**config.mk**
```make
export PLATFORM = sky130hd
export DESIGN_NAME = cla_addsub_seq
export DESIGN_NICKNAME = d
export VERILOG_FILES = /design/src/rtl/cla_addsub_seq_pkg.sv /design/src/rtl/cla_addsub_seq_group.sv /design/src/rtl/cla_addsub_seq.sv
export SDC_FILE = /design/constraint.sdc
export NUM_CORES = 1
export LEC_CHECK = 0
export BUFFER_PORTS_ARGS = -buffer_cell sky130_fd_sc_hd__buf_2
export CELL_PAD_IN_SITES_DETAIL_PLACEMENT = 1
export CELL_PAD_IN_SITES_GLOBAL_PLACEMENT = 2
export CORE_ASPECT_RATIO = 0.6
export CORE_MARGIN = 8
export CORE_UTILIZATION = 36
export DETAILED_ROUTE_END_ITERATION = 12
export PLACE_DENSITY = 0.8
export SETUP_SLACK_MARGIN = 0.4
export SLEW_MARGIN = 20
export SYNTH_ARGS = -nofsm -noshare
export SYNTH_HDL_FRONTEND = slang
export SYNTH_SLANG_ARGS = --single-unit
```
**constraint.sdc**
```tcl
create_clock -name clk -period 7.8 [get_ports clk]
set_input_delay 0.39 -clock clk [delete_from_list [all_inputs] [get_ports clk]]
set_output_delay 0.39 -clock clk [all_outputs]
set_load 0.02 [all_outputs]
```
**src/rtl/cla_addsub_seq_pkg.sv**
```systemverilog
// Shared types and constants for the sequential group-at-a-time add/subtract unit.
package cla_addsub_seq_pkg;

   typedef enum logic [1:0] {
      IDLE,
      CALC,
      DONE
   } state_e;

   localparam int unsigned DEF_GROUP_W = 4;
   localparam int unsigned DEF_WIDTH   = 16;

   // Width of the group index counter; never narrower than one bit.
   function automatic int unsigned idx_w(input int unsigned ngroups);
      return (ngroups > 1) ? $clog2(ngroups) : 1;
   endfunction

endpackage

```
**src/rtl/cla_addsub_seq_group.sv**
```systemverilog
// One lookahead group: propagate/generate per bit, carry recurrence, sum.
module cla_group4
   import cla_addsub_seq_pkg::*;
#(
   parameter int unsigned W = DEF_GROUP_W
) (
   input  logic [W-1:0] a,
   input  logic [W-1:0] b,
   input  logic         cin,
   output logic [W-1:0] sum,
   output logic [W-1:0] carry
);

   logic [W-1:0] p;
   logic [W-1:0] g;
   logic [W-1:0] c;

   // Carry out of every bit position, then sum from the incoming carries.
   always_comb begin
      p    = a ^ b;
      g    = a & b;
      c    = '0;
      c[0] = g[0] | (p[0] & cin);
      for (int unsigned i = 1; i < W; i++) begin
         c[i] = g[i] | (p[i] & c[i-1]);
      end
      carry = c;
      sum   = p ^ {c[W-2:0], cin};
   end

endmodule

```
**src/rtl/cla_addsub_seq.sv**
```systemverilog
// Multi-cycle add/subtract: one lookahead group per cycle, group carry held in a register.
module cla_addsub_seq
   import cla_addsub_seq_pkg::*;
#(
   parameter int unsigned WIDTH   = DEF_WIDTH,
   parameter int unsigned GROUP_W = DEF_GROUP_W
) (
   input  logic             clk,
   input  logic             rst,
   input  logic             in_valid,
   output logic             in_ready,
   input  logic [WIDTH-1:0] in_a,
   input  logic [WIDTH-1:0] in_b,
   input  logic             in_sub,
   output logic             out_valid,
   input  logic             out_ready,
   output logic [WIDTH-1:0] out_result,
   output logic             out_carry,
   output logic             out_overflow,
   output logic             out_zero
);

   localparam int unsigned NGROUPS = WIDTH / GROUP_W;
   localparam int unsigned IW      = idx_w(NGROUPS);

   state_e            state_q, state_d;
   logic [IW-1:0]     idx_q, idx_d;
   logic              carry_q, carry_d;
   logic [WIDTH-1:0]  a_q, a_d;
   logic [WIDTH-1:0]  b_q, b_d;
   logic [WIDTH-1:0]  acc_q, acc_d;
   logic [WIDTH-1:0]  res_q, res_d;
   logic              cout_q, cout_d;
   logic              ovf_q, ovf_d;
   logic              zero_q, zero_d;

   logic [GROUP_W-1:0] ga, gb, gsum, gcarry;
   logic [WIDTH-1:0]   grp_mask;
   logic [WIDTH-1:0]   merged;
   logic               last;

   // Shifts select the active group so the index width never has to match the slice width.
   assign ga       = GROUP_W'(a_q >> (idx_q * GROUP_W));
   assign gb       = GROUP_W'(b_q >> (idx_q * GROUP_W));
   assign grp_mask = WIDTH'({GROUP_W{1'b1}}) << (idx_q * GROUP_W);
   assign merged   = (acc_q & ~grp_mask) | (WIDTH'(gsum) << (idx_q * GROUP_W));
   assign last     = (idx_q == IW'(NGROUPS - 1));

   cla_group4 #(.W(GROUP_W)) u_group (
      .a     (ga),
      .b     (gb),
      .cin   (carry_q),
      .sum   (gsum),
      .carry (gcarry)
   );

   assign in_ready     = (state_q == IDLE);
   assign out_valid    = (state_q == DONE);
   assign out_result   = res_q;
   assign out_carry    = cout_q;
   assign out_overflow = ovf_q;
   assign out_zero     = zero_q;

   // Next-state and datapath updates; the working accumulator is separate from the
   // published result so outputs stay frozen while the next operation is in flight.
   always_comb begin
      state_d = state_q;
      idx_d   = idx_q;
      carry_d = carry_q;
      a_d     = a_q;
      b_d     = b_q;
      acc_d   = acc_q;
      res_d   = res_q;
      cout_d  = cout_q;
      ovf_d   = ovf_q;
      zero_d  = zero_q;
      case (state_q)
         IDLE: begin
            if (in_valid) begin
               a_d     = in_a;
               b_d     = in_b ^ {WIDTH{in_sub}};
               carry_d = in_sub;
               idx_d   = '0;
               state_d = CALC;
            end
         end
         CALC: begin
            acc_d   = merged;
            carry_d = gcarry[GROUP_W-1];
            if (last) begin
               res_d   = merged;
               cout_d  = gcarry[GROUP_W-1];
               ovf_d   = gcarry[GROUP_W-1] ^ gcarry[GROUP_W-2];
               zero_d  = (merged == '0);
               state_d = DONE;
            end else begin
               idx_d = idx_q + 1'b1;
            end
         end
         DONE: begin
            if (out_ready) begin
               state_d = IDLE;
            end
         end
         default: state_d = IDLE;
      endcase
   end

   // State and data registers with synchronous reset overriding any handshake.
   always_ff @(posedge clk) begin
      if (rst) begin
         state_q <= IDLE;
         idx_q   <= '0;
         carry_q <= 1'b0;
         a_q     <= '0;
         b_q     <= '0;
         acc_q   <= '0;
         res_q   <= '0;
         cout_q  <= 1'b0;
         ovf_q   <= 1'b0;
         zero_q  <= 1'b0;
      end else begin
         state_q <= state_d;
         idx_q   <= idx_d;
         carry_q <= carry_d;
         a_q     <= a_d;
         b_q     <= b_d;
         acc_q   <= acc_d;
         res_q   <= res_d;
         cout_q  <= cout_d;
         ovf_q   <= ovf_d;
         zero_q  <= zero_d;
      end
   end

endmodule

```
==> out/qor.yml <==
global_route:
  antenna_found_initial: 0
  grt_max_degree: 70
  overflow: 0
  first_global_vias: 2633
  track_usage_pct: 14.6
  grt_first_pass_wirelength_um: 13700
clock_tree:
  h-tree-depth: 3
  cts_resized: 0
  cts_buffers: 9
  cts_hold_buffers: 0
  cts_tree: "yes"
  cts.path.max_buffers: 2
  cts_root_buffer: "clkbuf_16"
  post_cts_buffers: 0
  cts.clk_slew.worst_paths_ps: 50
  clk_latency_ps: 330
  clock_sinks: 68
routing:
  vias_per_cell: 5.13
  vias: 2609
  drtIter0Drc: 144
  antenna_left: 0
  wire_per_inst_um: 16.6
  drt-total-wl_um: 8430
  first_pass_iters: 4
  drc_errors: 0
power_and_ir_drop:
  powerDensity_mw_per_mm2: 235
  combPwrFrac_pct: 15.2
  intPower_uw: 645
  p_sw_uw: 232
  peakVddDrop_uv: 105
  switching_share_pct: 26.4
  power_leakage_nw: 1.42
  p_clk_share_pct: 41.5
  seqPwrFrac_pct: 43.3
cells_and_area:
  syn_to_final_growth_pct: 19.3
  nNetsFinal: 437
  layout_common_cells: "dfxtp_1, buf_2, nor2_1"
  stdcell_count: 509
  fin_area_mm2: 0.00374
  diodes: 0
  drive_gt1_share_pct: 21.7
  layout_commonest_cell: "dfxtp_1"
sta:
  tightest_slew_ps: 955
  setup_viol: 0
  fin_setup_tns_ps: 0
  skew_ps: 4.52
  finalCritPeriodShare_pct: 49.3
  hold_viol: 0
  period_minus_slack_ps: 3840
  clock.fmax_mhz: 260
  relSlewSlack_pct: 36.3
  rsz0062_at_grt: "false"
  drv_slew: 0
  fin_ws_ps: 3960
critical_path:
  ff2ff_setup_slack_ps: 3960
  critical-path-top-delay-family: "adder cells"
  reg2reg_from: "idx_q[1]$_SDFFE_PP0P_"
  crit_top_cell: "fa_1"
  timing.rr.end: "out_zero$_SDFFE_PP0P_"
  arrival_ps: 4070
  worstPathRequired_ps: 8030
  crit_buf_inv: 1
  cp_max_fo: 21
  start_kind: "flop"
  end_kind: "flop"
  crit_chain: "mux4_2 -> fa_1 -> inv_1 -> fa_1 -> fa_1 -> fa_1 -> or3b_2 -> o2111ai_1 -> nor4_2 -> a41o_1"
  slowest_stage: "dfxtp_1"
  cpPeakStageDelay_ps: 860
  criticalPathCategory: "reg2reg"
  reg2reg_depth: 10
floorplanning:
  dieWidth_um: 136
  die_h_um: 88.3
  start_util_pct: 36.9
  io_pins: 58
  core_region_area_mm2: 0.00849
  rows: 26
  die-area_mm2: 0.0120
yosys:
  synth_cells: 347
  ys_seq_elements: 68
  ys_seq_area_share_pct: 43.5
  synthesis.nets: 392
  yosys_warnings: 0
  syn_area_per_cell_um2: 9.03
  syn_area_mm2: 0.00313
  synth_cell_types: 34
placement:
  routabilityCongestion: 0.744
  dp.cells: 493
  io_buffers: 57
  placed_area_mm2: 0.00347
  pre_cts_ws_ps: 3970
  dpl.hpwl_um: 6100
worst_hold_path:
  hold_path_end: "a_q[5]$_SDFFE_PP0P_"
  hold_path_class: "in2reg"
  min_from: "in_a[5]"
  hold_depth: 3
outcome:
  outcome: "complete, no violations"
run:
  drv_cap: 0
-- area by class of cell --
type                       count  area (um^2)
clock buffer                  14          254
clock inverter                 2         10.0
fill                         995         4750
inverter                      15         56.3
multi-input combinational    236         1590
sequential                    68         1360
tap                          112          140
timing repair buffer          62          323
-- cell usage after synthesis (all sizes together) --
master   instances  share of area, %
a2111o           1              0.36
a211oi          44                11
a21oi           25               4.0
a22oi            1              0.24
a2bb2oi          2              0.56
a32oi            1              0.28
a41o             1              0.32
a41oi            1              0.28
and2             2              0.40
and3b            1              0.28
and4b            1              0.32
buf             11               2.1
clkbuf          17               2.0
dfxtp           68                43
fa               4               2.6
ha               4               1.6
inv             15               1.8
mux2i            1              0.32
mux4             8               5.8
nand2           41               4.9
nand2b           9               1.8
nor2            48               5.8
nor2b            4              0.80
nor3             4              0.64
nor3b            3              0.88
nor4             1              0.40
o2111ai          2              0.56
o21a             3              0.72
o221ai           1              0.28
or3              4              0.80
or3b             2              0.56
xnor2           17               4.8
-- logic make-up (layout without fill, tap and decap cells) --
logic type                 after synthesis  after routing  share of synthesized area, %
adders and majority gates                8              8                          4.15
AOI/OAI and AO/OA                       82             82                          18.1
muxes                                    9              9                          6.07
and+or+nand+nor                        120            120                          17.5
DFF                                     68             68                          43.5
buffers and inverters                   43             93                          5.91
xor gates and xnor gates                17             17                          4.75
-- registers in the layout, summed over array words and instances, names as in the netlist --
| signal | flops |
|---|---|
| out_zero | 1 |
| state_q | 2 |
| out_overflow | 1 |
| acc_q | 12 |
| idx_q | 2 |
| b_q | 16 |
| out_carry | 1 |
| carry_q | 1 |
| a_q | 16 |
| out_result | 16 |
-- metal layers --
| metal | track usage (%) | share of wire (%) | vias up |
|---|---|---|---|
| met5 | 0 | 0 | - |
| met4 | 5.45 | 1.8 | 0 |
| met3 | 4.93 | 6.1 | 13 |
| met2 | 20.1 | 39 | 58 |
| met1 | 20.4 | 53 | 1242 |
| li1 | - | - | 1296 |
-- tightest hold or removal path: stages --
cell	delay (ps)
buf_2	90
nand2_1	50
a21oi_1	50
-- power groups by stage --
stage,Sequential [mW],Combinational [mW],Clock [mW]
after global routing,0.382,0.147,0.388
after global placement,0.387,0.129,0
after detailed placement,0.387,0.133,0
after floorplan,0.382,0.0956,0
final,0.380,0.133,0.365
after CTS,0.380,0.133,0.373
-- per-stage QoR --
stage | power (mW) | utilization (%) | hold WS [ps]
floorplan | 0.478 | - | 433
global placement | 0.515 | 40.9 | 441
detailed placement | 0.520 | 40.9 | 450
CTS | 0.887 | 44.0 | 290
global route | 0.917 | 44.0 | 301
finish | 0.877 | 44.0 | 298
-- worst max-delay path by stage --
stage	to	startpoint	slack, ps	cells after the start
finish	out_zero$_SDFFE_PP0P_	idx_q[1]$_SDFFE_PP0P_	3960	10
global route	out_zero$_SDFFE_PP0P_	idx_q[1]$_SDFFE_PP0P_	3750	10
CTS	out_zero$_SDFFE_PP0P_	idx_q[1]$_SDFFE_PP0P_	3960	10
detailed placement	out_zero$_SDFFE_PP0P_	idx_q[1]$_SDFFE_PP0P_	3970	10
global placement	out_zero$_SDFFE_PP0P_	idx_q[1]$_SDFFE_PP0P_	4050	10
floorplan	out_zero$_SDFFE_PP0P_	idx_q[1]$_SDFFE_PP0P_	4280	12
Power figures use the tool's default switching activity.
